--- src/rtl/mpf_svc_vtp_pt_sw_ooo.sv ---
// Software-assisted VTP page walker: posts miss VAs to a host ring, accepts
// out-of-order CSR answers per slot, and re-posts unanswered requests on timeout.
module mpf_svc_vtp_pt_sw_ooo #(
    parameter int unsigned N_SLOTS        = 8,
    parameter int unsigned RING_ENTRIES   = 64,
    parameter int unsigned VA_IDX_BITS    = 36,
    parameter int unsigned PA_IDX_BITS    = 36,
    parameter int unsigned META_BITS      = 2,
    parameter int unsigned TAG_BITS       = 4,
    parameter int unsigned TIMEOUT_CYCLES = 16384
) (
    input  logic                   clk,
    input  logic                   reset,
    input  logic                   req_en,
    output logic                   req_rdy,
    input  logic [VA_IDX_BITS-1:0] req_va,
    input  logic [META_BITS-1:0]   req_meta,
    input  logic                   req_spec,
    input  logic [TAG_BITS-1:0]    req_tag,
    input  logic                   buf_pa_valid,
    input  logic [57:0]            buf_pa,
    input  logic                   write_rdy,
    output logic                   write_en,
    output logic [57:0]            write_addr,
    output logic [63:0]            write_data,
    input  logic                   csr_rsp_valid,
    input  logic [63:0]            csr_rsp,
    output logic                   rsp_en,
    output logic [VA_IDX_BITS-1:0] rsp_va,
    output logic [PA_IDX_BITS-1:0] rsp_pa,
    output logic [META_BITS-1:0]   rsp_meta,
    output logic                   rsp_spec,
    output logic [TAG_BITS-1:0]    rsp_tag,
    output logic                   rsp_big_page,
    output logic                   rsp_not_present,
    output logic                   ev_busy,
    output logic                   ev_failed,
    output logic                   ev_retry,
    output logic                   ev_stale
);
    localparam int unsigned SLOT_BITS   = (N_SLOTS > 1) ? $clog2(N_SLOTS) : 1;
    localparam int unsigned RING_BITS   = $clog2(RING_ENTRIES);
    localparam int unsigned TICK_PERIOD = TIMEOUT_CYCLES / 4;
    localparam int unsigned TICK_BITS   = (TICK_PERIOD > 1) ? $clog2(TICK_PERIOD) : 1;
    localparam int unsigned TICK_LAST   = (TICK_PERIOD > 0) ? TICK_PERIOD - 1 : 0;

    logic                   initialized_q;
    logic [57:0]            buf_pa_q;
    logic [RING_BITS-1:0]   ring_idx_q;
    logic [TICK_BITS-1:0]   tick_cnt_q;

    logic                   in_valid_q;
    logic [VA_IDX_BITS-1:0] in_va_q;
    logic [META_BITS-1:0]   in_meta_q;
    logic                   in_spec_q;
    logic [TAG_BITS-1:0]    in_tag_q;

    logic [N_SLOTS-1:0]     busy_q;
    logic [N_SLOTS-1:0]     retry_q;
    logic [1:0]             age_q      [N_SLOTS];
    logic [VA_IDX_BITS-1:0] slot_va_q  [N_SLOTS];
    logic [META_BITS-1:0]   slot_meta_q[N_SLOTS];
    logic                   slot_spec_q[N_SLOTS];
    logic [TAG_BITS-1:0]    slot_tag_q [N_SLOTS];

    logic                   rsp_valid_q;
    logic [63:0]            rsp_word_q;

    logic                   free_exists, retry_any, rsp_hit, tick;
    logic                   do_new, do_retry, send, send_spec;
    logic [SLOT_BITS-1:0]   free_slot, retry_idx, rsp_idx, send_idx;
    logic [7:0]             rsp_slot;
    logic [N_SLOTS-1:0]     rsp_mask, retry_cand;
    logic [VA_IDX_BITS-1:0] send_va;
    logic [63:0]            send_word;

    assign req_rdy = ~in_valid_q & free_exists & initialized_q;
    assign tick    = (TICK_PERIOD != 0) && (tick_cnt_q == TICK_BITS'(TICK_LAST));

    always_comb begin
        free_exists = 1'b0;
        free_slot   = '0;
        for (int i = N_SLOTS - 1; i >= 0; i--) begin
            if (!busy_q[i]) begin
                free_exists = 1'b1;
                free_slot   = SLOT_BITS'(i);
            end
        end

        rsp_slot = rsp_word_q[11:4];
        rsp_idx  = rsp_slot[SLOT_BITS-1:0];
        rsp_hit  = rsp_valid_q && (32'(rsp_slot) < N_SLOTS) && busy_q[rsp_idx];
        rsp_mask = '0;
        if (rsp_hit) rsp_mask[rsp_idx] = 1'b1;

        // A response arriving for a slot awaiting retry beats the retry.
        retry_cand = retry_q & busy_q & ~rsp_mask;
        retry_any  = 1'b0;
        retry_idx  = '0;
        for (int i = N_SLOTS - 1; i >= 0; i--) begin
            if (retry_cand[i]) begin
                retry_any = 1'b1;
                retry_idx = SLOT_BITS'(i);
            end
        end

        do_retry  = retry_any && write_rdy;
        do_new    = in_valid_q && free_exists && write_rdy && !retry_any;
        send      = do_retry || do_new;
        send_idx  = do_retry ? retry_idx : free_slot;
        send_va   = do_retry ? slot_va_q[retry_idx] : in_va_q;
        send_spec = do_retry ? slot_spec_q[retry_idx] : in_spec_q;

        send_word                      = '0;
        send_word[VA_IDX_BITS+11:12]   = send_va;
        send_word[11:4]                = 8'(send_idx);
        send_word[1]                   = send_spec;
        send_word[0]                   = 1'b1;
    end

    always_ff @(posedge clk or posedge reset) begin
        if (reset) begin
            initialized_q   <= 1'b0;
            buf_pa_q        <= '0;
            ring_idx_q      <= '0;
            tick_cnt_q      <= '0;
            in_valid_q      <= 1'b0;
            in_va_q         <= '0;
            in_meta_q       <= '0;
            in_spec_q       <= 1'b0;
            in_tag_q        <= '0;
            busy_q          <= '0;
            retry_q         <= '0;
            rsp_valid_q     <= 1'b0;
            rsp_word_q      <= '0;
            for (int i = 0; i < N_SLOTS; i++) begin
                age_q[i]       <= '0;
                slot_va_q[i]   <= '0;
                slot_meta_q[i] <= '0;
                slot_spec_q[i] <= 1'b0;
                slot_tag_q[i]  <= '0;
            end
            write_en        <= 1'b0;
            write_addr      <= '0;
            write_data      <= '0;
            rsp_en          <= 1'b0;
            rsp_va          <= '0;
            rsp_pa          <= '0;
            rsp_meta        <= '0;
            rsp_spec        <= 1'b0;
            rsp_tag         <= '0;
            rsp_big_page    <= 1'b0;
            rsp_not_present <= 1'b0;
            ev_busy         <= 1'b0;
            ev_failed       <= 1'b0;
            ev_retry        <= 1'b0;
            ev_stale        <= 1'b0;
        end else begin
            if (buf_pa_valid) begin
                initialized_q <= 1'b1;
                buf_pa_q      <= buf_pa;
                ring_idx_q    <= '0;
            end else if (send) begin
                ring_idx_q <= ring_idx_q + 1'b1;
            end
            tick_cnt_q <= tick ? '0 : tick_cnt_q + 1'b1;

            if (req_en && req_rdy) begin
                in_valid_q <= 1'b1;
                in_va_q    <= req_va;
                in_meta_q  <= req_meta;
                in_spec_q  <= req_spec;
                in_tag_q   <= req_tag;
            end else if (do_new) begin
                in_valid_q <= 1'b0;
            end

            rsp_valid_q <= csr_rsp_valid;
            if (csr_rsp_valid) rsp_word_q <= csr_rsp;

            // Later assignments win: free beats retry bookkeeping, which beats aging.
            for (int i = 0; i < N_SLOTS; i++) begin
                if (tick && busy_q[i]) begin
                    if (age_q[i] == 2'd3) retry_q[i] <= 1'b1;
                    else                  age_q[i]   <= age_q[i] + 2'd1;
                end
                if (do_retry && retry_idx == SLOT_BITS'(i)) begin
                    age_q[i]   <= '0;
                    retry_q[i] <= 1'b0;
                end
                if (rsp_hit && rsp_idx == SLOT_BITS'(i)) begin
                    busy_q[i]  <= 1'b0;
                    retry_q[i] <= 1'b0;
                    age_q[i]   <= '0;
                end
                if (do_new && free_slot == SLOT_BITS'(i)) begin
                    busy_q[i]      <= 1'b1;
                    retry_q[i]     <= 1'b0;
                    age_q[i]       <= '0;
                    slot_va_q[i]   <= in_va_q;
                    slot_meta_q[i] <= in_meta_q;
                    slot_spec_q[i] <= in_spec_q;
                    slot_tag_q[i]  <= in_tag_q;
                end
            end

            write_en <= send;
            if (send) begin
                write_addr <= {buf_pa_q[57:RING_BITS], ring_idx_q};
                write_data <= send_word;
            end

            rsp_en <= rsp_hit;
            if (rsp_hit) begin
                rsp_va          <= slot_va_q[rsp_idx];
                rsp_meta        <= slot_meta_q[rsp_idx];
                rsp_spec        <= slot_spec_q[rsp_idx];
                rsp_tag         <= slot_tag_q[rsp_idx];
                rsp_pa          <= rsp_word_q[PA_IDX_BITS+11:12];
                rsp_big_page    <= rsp_word_q[1];
                rsp_not_present <= rsp_word_q[0];
            end

            ev_busy   <= |busy_q;
            ev_failed <= rsp_hit && rsp_word_q[0];
            ev_retry  <= do_retry;
            ev_stale  <= rsp_valid_q && !rsp_hit;
        end
    end
endmodule

--- config.mk ---
export PLATFORM = sky130hd
export DESIGN_NAME = mpf_svc_vtp_pt_sw_ooo
export DESIGN_NICKNAME = d
export VERILOG_FILES = /design/src/rtl/mpf_svc_vtp_pt_sw_ooo.sv
export SDC_FILE = /design/constraint.sdc
export NUM_CORES = 2
export LEC_CHECK = 0
export CORE_MARGIN = 5
export CORE_UTILIZATION = 55
export CTS_CLUSTER_DIAMETER = 30
export DETAILED_ROUTE_END_ITERATION = 6
export HOLD_SLACK_MARGIN = 0.06
export PLACE_DENSITY = 0.78
export SLEW_MARGIN = 0
export SYNTH_ARGS = -nofsm -noshare
export SYNTH_HDL_FRONTEND = slang
export SYNTH_SLANG_ARGS = --single-unit
--- constraint.sdc ---
create_clock -name clk -period 29.9 [get_ports clk]
set_input_delay 7.475 -clock clk [delete_from_list [all_inputs] [get_ports clk]]
set_output_delay 7.475 -clock clk [all_outputs]
set_load 0.03 [all_outputs]
==> impl_metrics.py <==
metrics = {
    "power_and_ir_drop": {
        "power.static_leakage_uw": 0.0187,
        "switching_share": 0.342,
        "powerDensity_nw_per_um2": 120,
        "clock_power_share": 0.342,
        "internal_power_uw": 3340,
        "switching_power_uw": 1740,
        "vdd_drop_max_uv": 72.5,
        "power_frac_seq": 0.327,
        "p_comb_frac": 0.331,
    },
    "worst_setup_path": {
        "critical_path_buf_inv_count": 4,
        "crit_end": "age_q[4]$_DFFE_PP0P_",
        "path_depth": 9,
        "crit_arrival_ns": 11.85,
        "critical-path-top-delay-family": "simple AND/OR/NAND/NOR gates",
        "reg2regPathDepth": 10,
        "cp_slowest_stage_delay_ns": 0.96,
        "startpoint_type": "primary input",
        "critPathLaunch": "write_rdy",
        "reg2reg_to": "write_data[14]$_DFFE_PP0P_",
        "worst-path-max-fanout": 47,
        "crit_top_cell": "buf_4",
        "critPathKind": "in -> reg",
        "crit_chain": "clkdlybuf4s50_1, inv_1, or3_2, buf_4, nor4_1, nand4_1, buf_4, o311ai_0, nor2_1",
        "setup.worst_path.end_class": "register",
        "reg2reg_slack_ns": 24.87,
        "cp_slowest_cell": "nand4_1",
        "required_ns": 30.46,
        "worstReg2RegStart": "rsp_word_q[4]$_DFFE_PP0P_",
    },
    "sta": {
        "setup_viol": 0,
        "slew_viol_final": 0,
        "period_minus_slack_ns": 11.29,
        "slew_headroom": 0.240,
        "clock_skew_ns": 0.0231,
        "setup-tns-final_ns": 0,
        "hold_viol": 0,
        "rsz0062_at_grt": "no",
        "max_freq_mhz": 88.6,
        "min_period_over_period": 0.377,
        "worst_pin_slew_ns": 1.14,
    },
    "clock_network": {
        "clk_pin_slew_ns": 0.04,
        "h-tree-depth": 4,
        "ctsHoldBuffers": 0,
        "clock-root-buffer": "clkbuf_16",
        "post_cts_resized": 0,
        "cts_tree": "yes",
        "clk_path_buf_depth": 3,
        "post_cts_buffers": 0,
        "clock_latency_ns": 0.72,
        "cts_made_buffers": 148,
        "cts.sinks": 724,
    },
    "grt": {
        "grt_antenna_before_repair": 2,
        "grt_max_degree": 183,
        "grt.total_usage": 0.280,
        "grt-ovfl-total": 0,
        "grt_first_pass_wirelength_um": 145000,
        "grt_pass1_vias": 24800,
    },
    "layout": {
        "layout-drive-gt1-share": 0.348,
        "syn2layout_area_growth_pct": 26.9,
        "fin_cells": 3706,
        "nets": 2987,
        "fill_cells": 3945,
    },
    "worst_hold_path": {
        "worst_hold_path_type": "reg -> reg",
    },
    "placement": {
        "port_buffers": 333,
        "dp_hpwl_um": 52100,
        "dp_cells": 3438,
        "gp_congestion": 0.824,
    },
    "yosys": {
        "synth_cell_types": 72,
        "yosys_warnings": 0,
        "ys_seq_area_frac": 0.543,
        "synth_cells": 2500,
        "synthesis.area_um2": 33400,
        "ys_seq_elements": 724,
        "async_flop_share": 1.00,
        "avgSynthCellArea_um2": 13.4,
        "ys.flop_type": "dfrtp_1",
        "synth-edff-count": 0,
    },
    "floorplanning": {
        "io_pins": 381,
        "chipWidth_um": 256,
        "die_h_um": 256,
        "std_cell_rows": 90,
        "initial_core_util": 0.554,
        "dieArea_um2": 65700,
        "core_area_um2": 60200,
    },
    "drt": {
        "ant_nets": 0,
        "num_vias": 23200,
        "drc_errors": 0,
        "wl_met3_um": 7860,
        "routed.top_layer": "met4",
        "wirelength_um": 93400,
        "wl_met1_um": 35700,
        "wl_per_cell_um": 25.2,
        "first_pass_iters": 7,
        "avgViaCountPerCell": 6.25,
        "wl_met2_um": 46400,
        "dr.first_iter.drc_count": 2350,
    },
    "run_status": {
        "outcome": "finished clean",
    },
    "job": {
        "drv_cap": 0,
    },
}
==> power by group through the flow <==
stage | combinational [uW] | clock [uW] | sequential [uW]
final | 1680 | 1730 | 1660
after global routing | 1770 | 1810 | 1700
after CTS | 1680 | 1750 | 1650
after detailed placement | 1660 | 0 | 1650
after global placement | 1610 | 0 | 1610
after floorplan | 972 | 0 | 1740
==> per-stage QoR <==
stage	util	total power, uW	setup WS [ns]	hold slack (ns)	area (um^2)
global route	0.703	5280	18.00	0.464	42400
CTS	0.703	5080	18.58	0.457	42400
floorplan	-	2710	2.11	0.427	33500
detailed placement	0.615	3310	17.82	0.444	37000
finish	0.703	5070	18.61	0.458	42400
global placement	0.615	3230	18.02	0.450	37000
==> per-layer routing <==
metal | vias up | GRT usage
met5 | - | 0
met3 | 247 | 0.0653
met2 | 1230 | 0.457
met1 | 11900 | 0.359
li1 | 9759 | -
met4 | 0 | 0.131
==> area by class of cell <==
type	count	area [um^2]	share of cell area
Antenna cell	2	5.00	0.000118
Clock buffer	192	4240	0.100
Clock inverter	74	1100	0.0259
Inverter	22	90.1	0.00213
Multi-Input combinational cell	1536	14200	0.335
Sequential cell	724	18100	0.428
Tap cell	782	978	0.0231
Timing Repair Buffer	374	3640	0.0860
==> cells in the final DEF (no fill, tap or decap), drive strengths merged, types with 10 or more instances in the layout <==
master | synthesis | routed
a211oi | 23 | 23
a21oi | 61 | 61
a22oi | 29 | 29
a31oi | 54 | 54
and2 | 15 | 15
buf | 117 | 43
bufinv | 0 | 24
clkbuf | 123 | 192
clkdlybuf4s50 | 0 | 331
clkinv | 0 | 38
conb | 1 | 23
dfrtp | 724 | 724
ha | 10 | 10
inv | 22 | 29
mux2 | 580 | 580
mux2i | 56 | 56
mux4 | 88 | 88
nand2 | 173 | 173
nand3 | 48 | 48
nor2 | 91 | 91
nor2b | 16 | 16
o211ai | 31 | 31
o21ai | 67 | 67
o32a | 28 | 28
or2 | 12 | 12
xor2 | 13 | 13
==> cells by family after synthesis <==
family                   after synthesis  share of synthesized area
XOR/XNOR                              22                    0.00577
AND/OR/NAND/NOR                      405                     0.0571
flip-flops                           724                      0.543
AO/OA/AOI/OAI                        352                     0.0724
adder cells (fa/ha/maj)               10                    0.00375
multiplexers                         724                      0.280
other                                  1                   0.000112
buffers and inverters                262                     0.0380
==> cells in the mapped netlist, types with 10 or more instances <==
master	number	share of area
a211oi_1	23	0.0052
a21oi_1	61	0.0091
a22oi_1	29	0.0065
a31oi_1	54	0.010
and2_1	15	0.0028
buf_1	60	0.0067
buf_2	15	0.0022
buf_4	30	0.0067
clkbuf_1	123	0.014
dfrtp_1	724	0.54
ha_1	10	0.0037
inv_1	22	0.0025
mux2_2	503	0.17
mux2_4	76	0.034
mux2i_1	56	0.017
mux4_2	88	0.059
nand2_1	173	0.019
nand3_1	48	0.0072
nor2_1	91	0.010
nor2b_1	16	0.0030
o211ai_1	30	0.0067
o21ai_0	67	0.010
o32a_1	28	0.0084
or2_2	12	0.0022
xor2_1	13	0.0034
==> worst min-delay path by stage <==
stage / from / end / slack, ns / depth (start not counted)
after CTS: initialized_q$_DFFE_PP0P_ / initialized_q$_DFFE_PP0P_ / 0.46 / 1
after floorplan: initialized_q$_DFFE_PP0P_ / initialized_q$_DFFE_PP0P_ / 0.43 / 1
after global placement: initialized_q$_DFFE_PP0P_ / initialized_q$_DFFE_PP0P_ / 0.45 / 1
after global routing: initialized_q$_DFFE_PP0P_ / initialized_q$_DFFE_PP0P_ / 0.46 / 1
after detailed placement: initialized_q$_DFFE_PP0P_ / initialized_q$_DFFE_PP0P_ / 0.44 / 1
final: initialized_q$_DFFE_PP0P_ / initialized_q$_DFFE_PP0P_ / 0.46 / 1
==> sequential cells by signal, summed over array words and instances, names as in the netlist, 4 cells and up <==
register	cells
in_va_q	36
slot_spec_q	8
busy_q	8
retry_q	8
slot_va_q	288
age_q	16
tick_cnt_q	12
buf_pa_q	52
slot_meta_q	16
write_data	41
write_addr	58
ring_idx_q	6
slot_tag_q	32
rsp_pa	36
rsp_word_q	46
in_tag_q	4
rsp_tag	4
rsp_va	36
Power figures use the tool's default switching activity.
==> edit, RTL diff (same flow settings) <==
`META_BITS`: 2 -> 4.
--- a/src/rtl/mpf_svc_vtp_pt_sw_ooo.sv
+++ b/src/rtl/mpf_svc_vtp_pt_sw_ooo.sv
@@ -5,7 +5,7 @@
     parameter int unsigned RING_ENTRIES   = 64,
     parameter int unsigned VA_IDX_BITS    = 36,
     parameter int unsigned PA_IDX_BITS    = 36,
-    parameter int unsigned META_BITS      = 2,
+    parameter int unsigned META_BITS      = 4,
     parameter int unsigned TAG_BITS       = 4,
     parameter int unsigned TIMEOUT_CYCLES = 16384
 ) (
Interface: changed (resized req_meta and rsp_meta); port bits go from 381 to 385. The function was not compared with the original's and may differ.
==> edit against the original RTL <==
Area after synthesis rose by 2.1%. Count of clock-buffer cells in the layout up 2. Worst hold slack improved by 0.0065 ns. Global-route usage rose by 0.10 points. Design area is 2.1% higher. Combinational power up 9.5%. Routed wire length up 1.4%. Sequential cell count rose by 20. Clock power down 3%. Setup slack better by 0.48 ns. Power is 2.6% higher. Largest cell class unchanged.
==> edit: results (changes against the original RTL) <==
Place:
- The number of buffers added on ports is 337 (+1.2%).
- The post-DP HPWL is 55600 µm (+6.7%).
- The post-placement cell count is 3523 (+2.5%).
- The final weighted congestion of routability-driven global placement is 0.870 (+5.5%).

Setup path:
- The beginning of the worst register-to-register path is rsp_word_q[5]$_DFFE_PP0P_.
- The endpoint identified for the worst register-to-register timing path is slot_tag_q[26]$_DFFE_PP0N_.
- The signal arrival time at the worst endpoint was 11.38 ns (-0.47 ns).
- The largest fanout of any net on the critical path is 28 (-40%).
- The internal reg-to-reg setup slack came to 24.14 ns (-0.73 ns).

Synthesis:
- The biggest area contributor in the post-synthesis netlist is sky130_fd_sc_hd__dfrtp_1.
- By count the netlist is led by sky130_fd_sc_hd__dfrtp_1 (744), sky130_fd_sc_hd__mux2_2 (569), sky130_fd_sc_hd__nor2_1 (189).
- The count of different cell masters after synthesis is 69 (-4.2%).
- The proportion of synthesized chip area in sequential cells is 54.6% (+0.36 points).

Route:
- The number of optimization iterations in the first detailed-route pass is 6 (-1).
- The wire length per cell was 25.0 µm (-0.96%).
- The total wire length came to 94700 µm (+1.4%).
- The number of design-rule violations left by the first detailed-router iteration is 1977 (-16%).
- The vias per cell is 6.19 (-1.0%).

Global route:
- The total global routing track utilization was 28.1% (+0.10 points).
- The pin count of the biggest net entering global routing is 182 (-0.55%).
- The first-pass GRT wire length came to 148000 µm (+2.1%).
- The number of antenna violations at the first check in global routing is 1 (-1).

Outcome:
- The run finished with clean final reports.

Hold path:
- The endpoint with the worst hold slack is initialized_q$_DFFE_PP0P_.
- The depth of the worst hold-timing path is 1 (unchanged).

Cells and area:
- The filler cell count is 4049 (+2.6%).
- The final net count came to 3017 (+1.0%).

STA:
- The clock skew after layout is 0.0230 ns (-0.000179 ns).
- The pin slew with the least headroom to its limit is 1.32 ns (+0.175 ns).

Power and ir drop:
- The worst IR drop on VDD was 116 µV (+60%).
- The leakage component of the power is 19.5 nW (+4.3%).

Clock tree:
- The number of clock buffers inserted by TritonCTS is 146 (-1.4%).
==> edit: worst max-delay path, cell delays in order <==
cell	delay (ns)
sky130_fd_sc_hd__clkdlybuf4s50_1	0.48
sky130_fd_sc_hd__buf_4	0.40
sky130_fd_sc_hd__nand2_1	0.12
sky130_fd_sc_hd__or2_2	0.31
sky130_fd_sc_hd__nor4_2	0.57
sky130_fd_sc_hd__nand3_1	0.23
sky130_fd_sc_hd__nor2_4	0.74
sky130_fd_sc_hd__buf_4	0.57
sky130_fd_sc_hd__mux2_2	0.40
==> edit: per-layer routing <==
| metal | vias to the layer above | routed length [µm] | GRT usage [%] | share of wire (%) |
|---|---|---|---|---|
| met5 | - | 0 | 0 | 0 |
| met1 | 12100 | 36100 | 35.2 | 38 |
| met4 | 0 | 3610 | 12.5 | 3.8 |
| met3 | 286 | 8520 | 8.27 | 9.0 |
| li1 | 9879 | - | - | - |
| met2 | 1197 | 46400 | 45.8 | 49 |
==> edit: cell type report <==
class                      count  area share, %
sequential                   744           43.1
clock inverter                76           2.40
inverter                       6         0.0694
tap                          837           2.42
multi-input combinational   1551           33.8
timing repair buffer         385           8.64
clock buffer                 194           9.61
antenna                        1        0.00578
==> edit: through the flow <==
stage | cell area (µm²) | hold slack, ns | worst slack [ns]
after floorplan | 34200 | 0.427 | 1.55
after global placement | 38100 | 0.448 | 18.61
after detailed placement | 38100 | 0.454 | 18.52
after CTS | 43300 | 0.466 | 19.26
after global routing | 43300 | 0.473 | 18.89
final | 43300 | 0.465 | 19.10
==> edit: cells by family after synthesis <==
| family | synth area share [%] |
|---|---|
| other | 0.0110 |
| buffers and inverters | 3.09 |
| muxes | 30.1 |
| xor gates and xnor gates | 0.565 |
| and+or+nand+nor | 4.62 |
| adders and majority gates | 0.367 |
| DFF | 54.6 |
| AOI/OAI and AO/OA | 6.63 |
==> edit: where the power goes <==
| group | leakage [nW] | internal (mW) | total [mW] | switching [mW] |
|---|---|---|---|---|
| clock network | 2.51 | 1.12 | 1.68 | 0.557 |
| registers | 9.41 | 1.37 | 1.69 | 0.323 |
| logic | 7.60 | 0.849 | 1.84 | 0.988 |
| total | 19.5 | 3.34 | 5.21 | 1.87 |
==> edit: how the worst max path moves through the flow <==
stage              start                    endpoint
2_1_floorplan      reset        age_q[0]$_DFFE_PP0P_
3_3_place_gp   write_rdy  slot_tag_q[25]$_DFFE_PP0N_
3_5_place_dp   write_rdy  slot_va_q[220]$_DFFE_PP0N_
4_1_cts        write_rdy  slot_va_q[231]$_DFFE_PP0N_
5_1_grt            reset     in_va_q[27]$_DFFE_PP0P_
6_report       write_rdy  slot_tag_q[26]$_DFFE_PP0N_
